## src/rtl/shift_rows_pipe.sv

```systemverilog
// -----------------------------------------------------------------------------
// shift_rows_pipe
//
// Pipelined ShiftRows / InvShiftRows stage for Rijndael states of 4, 6 or 8
// columns. The direction is chosen per beat by in_inv and travels with the
// data, so one instance serves both the encrypt and decrypt datapaths.
//
// The byte permutation is pure wiring applied to in_data before capture.
// Storage is a two-entry skid buffer: the main register (M) drives the
// outputs, and the skid register (S) catches one beat while M is stalled.
// in_ready is a flop, so there is no combinational path from out_ready to
// in_ready.
//
// State layout: column c occupies bits [32*NB-1-32c -: 32]. Row r of that
// column is byte [32*NB-1-32c-8r -: 8] (column-major, MSB first).
//
// Parameters
//   NB        number of state columns (4, 6 or 8)
//   CNT_W     width of the completed-output-beat counter
//
// Ports
//   clk        in   rising-edge clock
//   rst_n      in   asynchronous active-low reset
//   flush      in   synchronous clear of buffered beats (beat_cnt is kept)
//   in_valid   in   input beat valid
//   in_ready   out  input beat accepted when in_valid & in_ready
//   in_data    in   input state, 32*NB bits
//   in_inv     in   0 = ShiftRows, 1 = InvShiftRows, sampled with the beat
//   out_valid  out  output beat valid
//   out_ready  in   downstream accept
//   out_data   out  permuted state, 32*NB bits
//   out_inv    out  in_inv of the beat on out_data
//   beat_cnt   out  count of completed output handshakes, wraps
// -----------------------------------------------------------------------------
module shift_rows_pipe #(
    parameter int NB    = 4,
    parameter int CNT_W = 32
) (
    input  logic              clk,
    input  logic              rst_n,
    input  logic              flush,
    input  logic              in_valid,
    output logic              in_ready,
    input  logic [32*NB-1:0]  in_data,
    input  logic              in_inv,
    output logic              out_valid,
    input  logic              out_ready,
    output logic [32*NB-1:0]  out_data,
    output logic              out_inv,
    output logic [CNT_W-1:0]  beat_cnt
);

    localparam int W = 32 * NB;

    generate
        if (NB != 4 && NB != 6 && NB != 8) begin : g_bad_nb
            $error("shift_rows_pipe: NB must be 4, 6 or 8");
        end
    endgenerate

    // Row rotation amount. Only the 256-bit block uses the wider 0/1/3/4
    // offsets; the 128- and 192-bit blocks rotate row r by r columns.
    function automatic int row_shift(input int r);
        if (NB == 8 && r >= 2) begin
            return r + 1;
        end
        return r;
    endfunction

    // -------------------------------------------------------------------------
    // Permutation (wiring only)
    // -------------------------------------------------------------------------
    logic [W-1:0] fwd_data;
    logic [W-1:0] inv_data;
    logic [W-1:0] perm_data;

    // NOTE: every signal written in an always_comb gets a default before any
    // conditional or partial assignment, so no path leaves it holding its old
    // value and no latch is inferred.
    always_comb begin
        fwd_data = '0;
        inv_data = '0;
        for (int c = 0; c < NB; c++) begin
            for (int r = 0; r < 4; r++) begin
                fwd_data[W-8-32*c-8*r +: 8] =
                    in_data[W-8-32*((c + row_shift(r)) % NB)-8*r +: 8];
                inv_data[W-8-32*c-8*r +: 8] =
                    in_data[W-8-32*((c - row_shift(r) + NB) % NB)-8*r +: 8];
            end
        end
        perm_data = in_inv ? inv_data : fwd_data;
    end

    // -------------------------------------------------------------------------
    // Skid buffer control
    // -------------------------------------------------------------------------
    typedef enum logic [1:0] {
        ST_EMPTY = 2'd0,  // M empty, S empty
        ST_ONE   = 2'd1,  // M full,  S empty
        ST_FULL  = 2'd2   // M full,  S full
    } state_e;

    state_e           state_q, state_d;
    logic [W-1:0]     m_data_q, m_data_d;
    logic             m_inv_q, m_inv_d;
    logic [W-1:0]     s_data_q, s_data_d;
    logic             s_inv_q, s_inv_d;
    logic             in_ready_q, in_ready_d;
    logic [CNT_W-1:0] beat_cnt_q, beat_cnt_d;

    logic accept;
    logic pop;

    assign out_valid = (state_q != ST_EMPTY);
    assign out_data  = m_data_q;
    assign out_inv   = m_inv_q;
    assign in_ready  = in_ready_q;
    assign beat_cnt  = beat_cnt_q;

    // A beat offered during flush is dropped, so it is never accepted.
    assign accept = in_valid & in_ready_q & ~flush;
    // The output handshake still completes (and counts) during flush.
    assign pop    = out_valid & out_ready;

    always_comb begin
        state_d  = state_q;
        m_data_d = m_data_q;
        m_inv_d  = m_inv_q;
        s_data_d = s_data_q;
        s_inv_d  = s_inv_q;

        unique case (state_q)
            ST_EMPTY: begin
                if (accept) begin
                    m_data_d = perm_data;
                    m_inv_d  = in_inv;
                    state_d  = ST_ONE;
                end
            end
            ST_ONE: begin
                if (accept && pop) begin
                    // Simultaneous in and out: M is replaced, no bubble.
                    m_data_d = perm_data;
                    m_inv_d  = in_inv;
                end else if (accept) begin
                    s_data_d = perm_data;
                    s_inv_d  = in_inv;
                    state_d  = ST_FULL;
                end else if (pop) begin
                    state_d  = ST_EMPTY;
                end
            end
            ST_FULL: begin
                // in_ready is low here, so only a drain can happen.
                if (pop) begin
                    m_data_d = s_data_q;
                    m_inv_d  = s_inv_q;
                    state_d  = ST_ONE;
                end
            end
            default: begin
                state_d = ST_EMPTY;
            end
        endcase

        if (flush) begin
            state_d = ST_EMPTY;
        end

        // in_ready is a registered copy of "S will be empty next cycle".
        in_ready_d = (state_d != ST_FULL);
        beat_cnt_d = beat_cnt_q + CNT_W'(pop);
    end

    // NOTE: sequential state uses non-blocking assignments only, so every flop
    // samples the pre-edge value of its _d input regardless of block order.
    always_ff @(posedge clk or negedge rst_n) begin
        if (!rst_n) begin
            state_q    <= ST_EMPTY;
            m_data_q   <= '0;
            m_inv_q    <= 1'b0;
            in_ready_q <= 1'b1;
            beat_cnt_q <= '0;
        end else begin
            state_q    <= state_d;
            m_data_q   <= m_data_d;
            m_inv_q    <= m_inv_d;
            in_ready_q <= in_ready_d;
            beat_cnt_q <= beat_cnt_d;
        end
    end

    // NOTE: the skid payload is never observed unless state says S is valid,
    // so it is left out of reset; only control and the visible M outputs reset.
    always_ff @(posedge clk) begin
        s_data_q <= s_data_d;
        s_inv_q  <= s_inv_d;
    end

endmodule

```

## config.mk

```make
export PLATFORM = sky130hd
export DESIGN_NAME = shift_rows_pipe
export DESIGN_NICKNAME = d
export VERILOG_FILES = /design/src/rtl/shift_rows_pipe.sv
export SDC_FILE = /design/constraint.sdc
export NUM_CORES = 1
export LEC_CHECK = 0
export ABC_AREA = 1
export CORE_MARGIN = 3
export CORE_UTILIZATION = 30
export DETAILED_ROUTE_END_ITERATION = 12
export PLACE_DENSITY = 0.64
export SLEW_MARGIN = 5
export SYNTH_ARGS = -nofsm -noshare
export SYNTH_HDL_FRONTEND = slang
export SYNTH_SLANG_ARGS = --single-unit
```

## constraint.sdc

```tcl
create_clock -name clk -period 38.2 [get_ports clk]
set_input_delay 5.73 -clock clk [delete_from_list [all_inputs] [get_ports clk]]
set_output_delay 5.73 -clock clk [all_outputs]
set_load 0.01 [all_outputs]
```

==> impl_metrics.py <==
metrics = {
    "timing": {
        "rsz0062_at_grt": "false",
        "tightest_slew_ns": 1.23,
        "setup_violations": 0,
        "setup_tns_ns": 0,
        "period_share": 0.213,
        "max_slew_margin": 0.178,
        "final-max-slew-violation-count": 0,
        "fin_crit_ns": 8.14,
        "hold_viol": 0,
        "max_clock_freq_mhz": 123,
        "fin_skew_ns": 0.00873,
    },
    "drt": {
        "drc": 0,
        "wirelength_um": 35800,
        "vias": 10500,
        "drt_iter0_drc": 735,
        "vias_per_cell": 4.46,
        "wl_per_cell_um": 15.1,
        "ant_nets": 0,
        "firstDrtPassIters": 5,
    },
    "cts": {
        "htreeDepth": 2,
        "clock_latency_ns": 0.52,
        "cts_buffer_depth": 3,
        "cts_setup_buffers": 0,
        "cts_inserted_buffers": 35,
        "cts_tree": "yes",
        "clkSinkCount": 293,
        "clk_pin_slew_ns": 0.06,
        "cts_root_buffer": "clkbuf_16",
        "post_cts_resize_count": 0,
        "ctsHoldBuffers": 0,
    },
    "worst_setup_path": {
        "crit_top_cell": "buf_4",
        "crit_end": "s_data_q[37]$_DFFE_PP_",
        "cp_num_cells": 6,
        "worst-path-buf-inv": 4,
        "crit_path_max_fanout": 75,
        "reg2reg_to": "s_data_q[37]$_DFFE_PP_",
        "reg2reg_setup_slack_ns": 34.71,
        "crit_start": "flush",
        "worstSetupPathType": "input pin to flop",
        "critPathCaptureType": "flop",
        "arrival_ns": 8.29,
        "cp-start-kind": "input pin",
        "max_stage_delay_ns": 0.83,
        "crit_family": "buffers and inverters",
        "crit_slowest_cell": "buf_4",
        "required_ns": 38.35,
        "r2r_start": "state_q[0]$_DFF_PN0_",
        "rr_worst_depth": 5,
        "worstPathCellList": "clkdlybuf4s50_1, inv_1, nand3_1, nor4_2, buf_4, buf_4",
    },
    "power_and_ir_drop": {
        "power_frac_seq": 0.443,
        "total_power_uw": 850,
        "power.leakage_nw": 7.87,
        "p_int_uw": 638,
        "power.share.clock": 0.399,
        "power_switching_share": 0.250,
        "power.switching_uw": 212,
        "irDropWorstVdd_v": 0.0000317,
        "pwr-share-comb": 0.159,
        "power.density_nw_per_um2": 48.2,
    },
    "synth": {
        "ys_seq_area_frac": 0.608,
        "netlist_area_um2": 13100,
        "synthCells": 1495,
        "syn_nets": 1631,
        "yosys_warnings": 0,
        "ys_seq_elements": 293,
        "ys_types": 28,
        "syn_area_per_cell_um2": 8.77,
    },
    "cells_and_area": {
        "final_util": 0.414,
        "nets": 1894,
        "area_delta_synth_final_pct": 34.5,
        "final_layout_size_suffix_gt1_frac": 0.0409,
    },
    "placement": {
        "dp_hpwl_um": 23700,
        "io_buffers": 296,
        "gp_congestion": 0.845,
    },
    "die": {
        "fp.dieW_um": 215,
        "die_y_um": 215,
        "initial_core_util": 0.308,
        "num_rows": 75,
        "die_area_um2": 46300,
        "num_io_pins": 297,
        "coreArea_um2": 42600,
    },
    "min_path": {
        "min_path_type": "flop to flop",
    },
    "grt": {
        "antenna_found_initial": 7,
        "grt_pass1_wl_um": 57800,
        "grt_pass1_vias": 10400,
        "grt_max_degree": 131,
        "gr-usage-all-layers": 0.155,
        "gr-total-overflow": 0,
    },
    "job": {
        "cap_violations": 0,
    },
    "status": {
        "status": "completed",
    },
}
==> power by group through the flow <==
stage               clock network, mW  registers, mW  logic, mW
floorplan                           0          0.390     0.0407
global placement                    0          0.382      0.135
detailed placement                  0          0.381      0.137
CTS                             0.351          0.377      0.137
global route                    0.364          0.380      0.149
finish                          0.339          0.376      0.135
==> cell usage after synthesis <==
cell / instances / area, µm²
a21boi_0: 1 / 7.51
a21oi_1: 65 / 325
buf_1: 3 / 11.3
buf_2: 34 / 170
buf_4: 2 / 15.0
buf_6: 10 / 113
clkbuf_1: 29 / 109
dfrtp_1: 163 / 4080
dfstp_2: 1 / 26.3
edfxtp_1: 129 / 3870
ha_1: 2 / 25.0
inv_1: 152 / 571
inv_2: 3 / 11.3
nand2_1: 554 / 2080
nand2_2: 1 / 6.26
nand3_1: 75 / 375
nand3_4: 1 / 17.5
nand3b_1: 8 / 60.1
nand4_1: 1 / 6.26
nor2_1: 111 / 417
nor2_2: 2 / 12.5
nor2_4: 1 / 11.3
nor3_1: 1 / 5.00
nor4_1: 1 / 6.26
o21ai_0: 108 / 541
o21ai_1: 22 / 110
xnor2_1: 7 / 61.3
xor2_1: 8 / 70.1
==> sequential cells by signal (all words and copies together), names as in the netlist <==
register	count
in_ready	1
s_data_q	128
state_q	2
s_inv_q	1
out_inv	1
beat_cnt	32
out_data	128
==> metal layers <==
metal,part of all wire,wire length (µm),GRT usage,vias up
met4,0.017,607,0.0416,6
met1,0.44,15700,0.204,4902
li1,-,-,-,5265
met5,0.00098,35,0,-
met3,0.090,3230,0.0561,51
met2,0.45,16200,0.243,314
==> area by class of cell <==
class | instances | area, µm²
antenna | 4 | 10.0
tap | 577 | 722
multi-input combinational | 969 | 4150
fill | 4303 | 25000
clock buffer | 53 | 1050
clock inverter | 9 | 123
timing repair buffer | 304 | 3020
sequential | 293 | 7980
inverter | 155 | 582
==> placed cells by master, fill, tap and decap left out, types with 2 or more instances in the layout <==
cell type / count
nand3_1: 75
o21ai_0: 108
clkbuf_1: 10
clkdlybuf4s50_1: 294
nor2_2: 2
diode_2: 4
xnor2_1: 7
xor2_1: 8
clkinv_2: 4
dfrtp_1: 162
inv_1: 152
nand2_1: 553
bufinv_16: 3
a21oi_1: 65
edfxtp_1: 129
clkbuf_8: 6
clkbuf_16: 37
inv_2: 3
o21ai_1: 22
nor2_1: 111
buf_4: 9
nand3b_1: 8
ha_1: 2
==> cell families after synthesis <==
| logic type | after synthesis | share of synthesized area |
|---|---|---|
| buf+inv | 233 | 0.0762 |
| fa+ha+maj | 2 | 0.00191 |
| flops | 293 | 0.608 |
| compound gates | 196 | 0.0750 |
| xor+xnor | 15 | 0.0100 |
| simple gates | 756 | 0.228 |
==> worst register-to-register path, delay by kind of cell, from the launching register on <==
kind	cells	cell delay (ns)
buffers and inverters	4	2.24
flip-flops	1	0.45
AND/OR/NAND/NOR	1	0.39
==> worst min path at each step <==
stage / slack (ns) / cells past startpoint / to / start
floorplan: 0.51 / 2 / out_data[104]$_DFFE_PN0P_ / out_data[104]$_DFFE_PN0P_
detailed placement: 0.46 / 2 / out_data[42]$_DFFE_PN0P_ / out_data[42]$_DFFE_PN0P_
finish: 0.48 / 2 / out_data[42]$_DFFE_PN0P_ / out_data[42]$_DFFE_PN0P_
CTS: 0.48 / 2 / out_data[42]$_DFFE_PN0P_ / out_data[42]$_DFFE_PN0P_
global placement: 0.46 / 2 / out_data[42]$_DFFE_PN0P_ / out_data[42]$_DFFE_PN0P_
global route: 0.49 / 2 / out_data[44]$_DFFE_PN0P_ / out_data[44]$_DFFE_PN0P_
==> stage by stage <==
step	std cells	hold slack [ns]	worst slack (ns)	area [µm²]
floorplan	1495	0.513	19.22	13100
CTS	2360	0.480	30.00	17600
global route	2361	0.495	29.85	17600
detailed placement	2298	0.464	29.43	16500
finish	2364	0.475	30.06	17600
global placement	2298	0.463	29.49	16500
Note: power is estimated with default switching activity, not from simulation.
